File: src/rtl/stoch_vec_decoder_pkg.sv
// Shared definitions for the stochastic-to-binary readout path: window defaults,
// accumulator sizing and the per-cycle step decode of a sign-split bit pair.
package stoch_vec_decoder_pkg;

    localparam int DEFAULT_WIN_LOG2 = 8;
    localparam int DEFAULT_VEC_LEN  = 3;

    typedef enum logic [1:0] {
        STEP_HOLD = 2'b00,
        STEP_UP   = 2'b01,
        STEP_DOWN = 2'b10
    } step_e;

    // Two extra bits: one for the sign, one so that +2^WIN_LOG2 itself is representable.
    function automatic int acc_width(input int win_log2);
        return win_log2 + 2;
    endfunction

    function automatic step_e decode_step(input logic xp, input logic xm);
        step_e s;
        case ({xp, xm})
            2'b10:   s = STEP_UP;
            2'b01:   s = STEP_DOWN;
            default: s = STEP_HOLD;
        endcase
        return s;
    endfunction

endpackage

File: src/rtl/stoch_vec_decoder_sm_acc.sv
// Signed integrator for one sign-split stochastic stream pair.
// clr has priority over en so that an abort or window close always lands on zero.
module stoch_sm_acc
    import stoch_vec_decoder_pkg::*;
#(
    parameter int ACC_W = acc_width(DEFAULT_WIN_LOG2)
) (
    input  logic                    CLK,
    input  logic                    RST,
    input  logic                    en,
    input  logic                    clr,
    input  logic                    x_p,
    input  logic                    x_m,
    output logic signed [ACC_W-1:0] sum
);

    localparam logic signed [ACC_W-1:0] ONE = ACC_W'(1);

    logic signed [ACC_W-1:0] sum_q;
    logic signed [ACC_W-1:0] sum_d;

    always_comb begin
        sum_d = sum_q;
        if (clr) begin
            sum_d = '0;
        end else if (en) begin
            case (decode_step(x_p, x_m))
                STEP_UP:   sum_d = sum_q + ONE;
                STEP_DOWN: sum_d = sum_q - ONE;
                default:   sum_d = sum_q;
            endcase
        end
    end

    always_ff @(posedge CLK or posedge RST) begin
        if (RST) begin
            sum_q <= '0;
        end else begin
            sum_q <= sum_d;
        end
    end

    assign sum = sum_q;

endmodule

File: src/rtl/stoch_vec_decoder.sv
// Windowed readout of VEC_LEN sign-split stochastic streams into signed counts,
// one result vector per 2^WIN_LOG2 enabled cycles with a one-cycle valid pulse.
module stoch_vec_decoder
    import stoch_vec_decoder_pkg::*;
#(
    parameter  int VEC_LEN  = DEFAULT_VEC_LEN,
    parameter  int WIN_LOG2 = DEFAULT_WIN_LOG2,
    localparam int ACC_W    = acc_width(WIN_LOG2)
) (
    input  logic                     CLK,
    input  logic                     RST,
    input  logic                     en,
    input  logic                     restart,
    input  logic [VEC_LEN-1:0]       x_p,
    input  logic [VEC_LEN-1:0]       x_m,
    output logic [VEC_LEN*ACC_W-1:0] y,
    output logic                     y_valid,
    output logic [WIN_LOG2-1:0]      win_cnt
);

    localparam logic [WIN_LOG2-1:0]     CNT_LAST = '1;
    localparam logic signed [ACC_W-1:0] ONE      = ACC_W'(1);

    logic [WIN_LOG2-1:0]      win_cnt_q;
    logic [WIN_LOG2-1:0]      win_cnt_d;
    logic [VEC_LEN*ACC_W-1:0] y_q;
    logic [VEC_LEN*ACC_W-1:0] y_d;
    logic                     y_valid_q;
    logic                     terminal;
    logic                     clr;
    logic [VEC_LEN*ACC_W-1:0] closing_all;

    // restart beats the terminal cycle: an aborted window never produces a result.
    assign terminal = en && !restart && (win_cnt_q == CNT_LAST);
    assign clr      = restart || terminal;

    for (genvar i = 0; i < VEC_LEN; i++) begin : g_elem
        logic signed [ACC_W-1:0] sum;
        logic signed [ACC_W-1:0] closing;

        stoch_sm_acc #(
            .ACC_W (ACC_W)
        ) u_acc (
            .CLK   (CLK),
            .RST   (RST),
            .en    (en),
            .clr   (clr),
            .x_p   (x_p[i]),
            .x_m   (x_m[i]),
            .sum   (sum)
        );

        // The closing value must include the bits of the terminal cycle itself.
        always_comb begin
            closing = sum;
            case (decode_step(x_p[i], x_m[i]))
                STEP_UP:   closing = sum + ONE;
                STEP_DOWN: closing = sum - ONE;
                default:   closing = sum;
            endcase
        end

        assign closing_all[i*ACC_W +: ACC_W] = closing;
    end

    always_comb begin
        win_cnt_d = win_cnt_q;
        if (restart) begin
            win_cnt_d = '0;
        end else if (en) begin
            win_cnt_d = win_cnt_q + 1'b1;
        end
    end

    always_comb begin
        y_d = y_q;
        if (terminal) begin
            y_d = closing_all;
        end
    end

    always_ff @(posedge CLK or posedge RST) begin
        if (RST) begin
            win_cnt_q <= '0;
            y_q       <= '0;
            y_valid_q <= 1'b0;
        end else begin
            win_cnt_q <= win_cnt_d;
            y_q       <= y_d;
            y_valid_q <= terminal;
        end
    end

    assign y       = y_q;
    assign y_valid = y_valid_q;
    assign win_cnt = win_cnt_q;

endmodule
File: config.mk
export PLATFORM = sky130hd
export DESIGN_NAME = stoch_vec_decoder
export DESIGN_NICKNAME = d
export VERILOG_FILES = /design/src/rtl/stoch_vec_decoder_pkg.sv /design/src/rtl/stoch_vec_decoder_sm_acc.sv /design/src/rtl/stoch_vec_decoder.sv
export SDC_FILE = /design/constraint.sdc
export NUM_CORES = 1
export LEC_CHECK = 0
export CAP_MARGIN = 20
export CORE_UTILIZATION = 48
export CTS_CLUSTER_SIZE = 25
export DETAILED_ROUTE_END_ITERATION = 8
export GPL_TIMING_DRIVEN = 0
export PLACE_DENSITY = 0.69
export SYNTH_ARGS = -nofsm -noshare
export SYNTH_HDL_FRONTEND = slang
export SYNTH_SLANG_ARGS = --single-unit
export TNS_END_PERCENT = 1
File: constraint.sdc
create_clock -name CLK -period 5.95 [get_ports CLK]
set_input_delay 0.595 -clock CLK [delete_from_list [all_inputs] [get_ports CLK]]
set_output_delay 0.595 -clock CLK [all_outputs]
set_load 0.005 [all_outputs]
==> insert_results.sql <==
INSERT INTO impl_metrics (metric_group, metric, value, unit) VALUES
('global_routing', 'vias_in_the_first_global_route', '4463', ''),
('worst_setup_path', 'timing.reg2reg.setup_slack', '3.74', 'ns'),
('clock_network', 'max-clock-path-buffers', '2', ''),
('logic_synthesis', 'post_synth_mux_area_share', '1.22', '%'),
('die', 'design.die.area', '10700', 'µm²'),
('global_routing', 'grt_remaining_overflow', '0', ''),
('global_routing', 'grt_first_pass_wirelength', '22400', 'µm'),
('layout', 'num-nets-final', '704', ''),
('drt', 'drcViolationCount', '0', ''),
('worst_setup_path', 'setup.worst_path.end_class', 'flop', ''),
('timing', 'finalCritPeriodShare', '43.7', '%'),
('power', 'leakage', '2.27', 'nW'),
('worst_setup_path', 'criticalPathCategory', 'primary input to flop', ''),
('clock_network', 'worstSkewPairLatency', '0.36', 'ns'),
('timing', 'setup-violations-final', '0', ''),
('logic_synthesis', 'syn-num-nets', '645', ''),
('place', 'hpwl', '9640', 'µm'),
('drt', 'ant_nets', '0', ''),
('logic_synthesis', 'synth-compound-area-share', '26.2', '%'),
('flow_run', 'maxCapViolations', '0', ''),
('clock_network', 'cts.hold.buffers_added', '0', ''),
('logic_synthesis', 'async_flop_share', '100', '%'),
('power', 'max-vdd-ir-drop', '0.148', 'mV'),
('drt', 'dr_total_vias', '5056', ''),
('clock_network', 'cts_max_level', '3', ''),
('global_routing', 'gr_util_all_layers', '27.2', '%'),
('worst_setup_path', 'worst-endpoint-arrival', '2.88', 'ns'),
('drt', 'routed_wirelength', '13700', 'µm'),
('worst_setup_path', 'critical-path-slowest-cell', 'a21oi_1', ''),
('place', 'placement.io_buffers', '48', ''),
('worst_setup_path', 'worst-endpoint-required', '6.22', 'ns'),
('status', 'run_status', 'finished clean', ''),
('drt', 'drt-vias-per-instance', '6.17', ''),
('logic_synthesis', 'post_synth.cell_area_avg', '7.92', 'µm²'),
('layout', 'stdcell_count', '819', ''),
('layout', 'post-route-util', '58.8', '%'),
('clock_network', 'postCtsSetupRepairBufs', '0', ''),
('worst_setup_path', 'launch_instance_of_the_worst_register_to_register_path', 'g_elem[2].u_acc.sum[0]', ''),
('drt', 'dr.pass1.iters', '5', ''),
('power', 'total_power', '1.39', 'mW'),
('die', 'design.core.area', '9860', 'µm²'),
('logic_synthesis', 'synthTopCellsByArea', 'dfrtp_1 35%, o21ai_0 6.9%, nand2_1 4.7%', ''),
('timing', 'rsz0062_at_grt', 'no', ''),
('logic_synthesis', 'simple_gate_area_share_of_the_yosys_netlist', '23.5', '%'),
('timing', 'worst-slew-pin-transition', '0.950', 'ns'),
('timing', 'timing.setup.tns', '0', 'ns'),
('layout', 'diodes', '0', ''),
('place', 'finalWeightedCongestion', '0.964', ''),
('drt', 'routedWlPerCell', '16.7', 'µm'),
('logic_synthesis', 'combinational_family_with_the_most_area_after_synthesis', 'compound AO/OA/AOI/OAI gates', ''),
('clock_network', 'clockRootBuffer', 'clkbuf_8', ''),
('worst_setup_path', 'crit_family', 'buffers and inverters', ''),
('timing', 'slew_headroom', '36.2', '%'),
('hold_path', 'timing.hold.worst.class', 'flop to flop', ''),
('layout', 'layout_area_growth_over_synthesis', '17.7', '%'),
('logic_synthesis', 'synth_cell_types', '73', ''),
('clock_network', 'tritoncts_buffer_count', '9', ''),
('logic_synthesis', 'synth_cells', '622', ''),
('logic_synthesis', 'synth_seq_area_share', '35.0', '%'),
('worst_setup_path', 'cp_max_fo', '10', ''),
('worst_setup_path', 'critical_path.cell_chain', 'clkdlybuf4s50_1, inv_1, ha_1, buf_2, nor2_1, o21ai_0, a21oi_1, inv_1, o221ai_1', ''),
('die', 'floorplan.initialDensity', '49.9', '%'),
('timing', 'timing.fmax', '0.384', 'GHz'),
('timing', 'fin_worst_skew', '0.00860', 'ns'),
('timing', 'drv_slew', '0', ''),
('clock_network', 'clkTransAtPathRegs', '0.08', 'ns'),
('timing', 'finalHoldViolations', '0', ''),
('power', 'cellPowerDensity', '240', 'nW/µm²'),
('logic_synthesis', 'synth.cell_area', '4930', 'µm²'),
('hold_path', 'hold-path-cell-count', '2', ''),
('logic_synthesis', 'netlist.area_leader.share', '35.0', '%');
-- per-layer routing --
metal	wire length (µm)	vias up	GRT usage [%]	share of wire, %
met5	0	-	0	0
met4	274	0	8.23	2.0
met3	1080	26	3.83	7.9
met2	6270	226	42.3	46
met1	6060	2421	39.2	44
li1	-	2383	-	-
-- layout make-up --
cell class                 count  area [µm²]
buffer                        53         224
clock buffer                  10         138
clock inverter                 6        86.3
fill                         925        4060
inverter                      32         125
multi-input combinational    468        2850
sequential                    69        1730
tap                          133         166
timing repair buffer          48         480
-- cell usage after synthesis (all sizes together), types with 7 or more instances --
cell type,number
ha,13
a211oi,7
nand2b,11
nand2,62
o21a,7
or3,12
xnor2,15
nand4,15
nor3,22
o21ai,70
nand3,22
inv,31
clkbuf,38
nor2,43
a21oi,45
dfrtp,69
buf,15
a31oi,11
o31ai,10
and3,7
-- flip-flops by register name, summed over array words and instances (netlist names) --
signal,cells
y,30
y_valid,1
g_elem.u_acc.sum,30
win_cnt,8
-- logic make-up after synthesis --
kind of cell | count (synthesis)
XOR/XNOR | 21
adder cells (fa/ha/maj) | 13
buffers and inverters | 85
AO/OA/AOI/OAI | 203
AND/OR/NAND/NOR | 225
flip-flops | 69
multiplexers | 6
-- stage by stage --
step	worst slack (ns)	area (µm²)
2_1_floorplan	3.62	4930
3_3_place_gp	2.31	5570
3_5_place_dp	2.95	5580
4_1_cts	3.32	5800
5_1_grt	3.11	5800
6_report	3.35	5800
-- report_power, final --
group	switching, mW	internal, mW
clock	0.197	0.247
combinational	0.265	0.161
sequential	0.0247	0.496
-- worst min-delay path, delay by kind of cell, from the launching register on --
family | cells | cell delay, ns
and+or+nand+nor | 1 | 0.04
AOI/OAI and AO/OA | 1 | 0.06
DFF | 1 | 0.35
-- how the worst max path moves through the flow --
stage | start | end | slack, ns | cells past startpoint
after floorplan | RST | g_elem[0].u_acc.sum[0] | 3.62 | 1
after global placement | RST | g_elem[0].u_acc.sum[3] | 2.31 | 2
after detailed placement | x_m[1] | g_elem[1].u_acc.sum[7] | 2.95 | 9
after CTS | x_m[1] | g_elem[1].u_acc.sum[7] | 3.32 | 9
after global routing | x_m[1] | g_elem[1].u_acc.sum[7] | 3.11 | 9
final | x_m[1] | g_elem[1].u_acc.sum[7] | 3.35 | 9
-- cell usage in the layout, fill, tap and decap left out, drive strengths merged, types with 3 or more instances in the layout --
master         Yosys  final
a211oi             7      7
a21oi             45     45
a221o              5      5
a221oi             4      4
a31oi             11     11
and2               3      3
and3               7      7
buf               15     15
clkbuf            38     48
clkdlybuf4s50      0     48
clkinv             1      4
dfrtp             69     69
ha                13     13
inv               31     31
mux2i              6      6
nand2             62     62
nand2b            11     11
nand3             22     22
nand4             15     15
nand4b             3      3
nor2              43     43
nor2b              3      3
nor3              22     22
nor3b              4      4
nor4               6      6
o211ai             6      6
o21a               7      7
o21ai             70     70
o221ai             6      6
o22ai              6      6
o31ai             10     10
o32a               3      3
or2                6      6
or3               12     12
xnor2             15     15
xor2               6      6
Power figures use the tool's default switching activity.
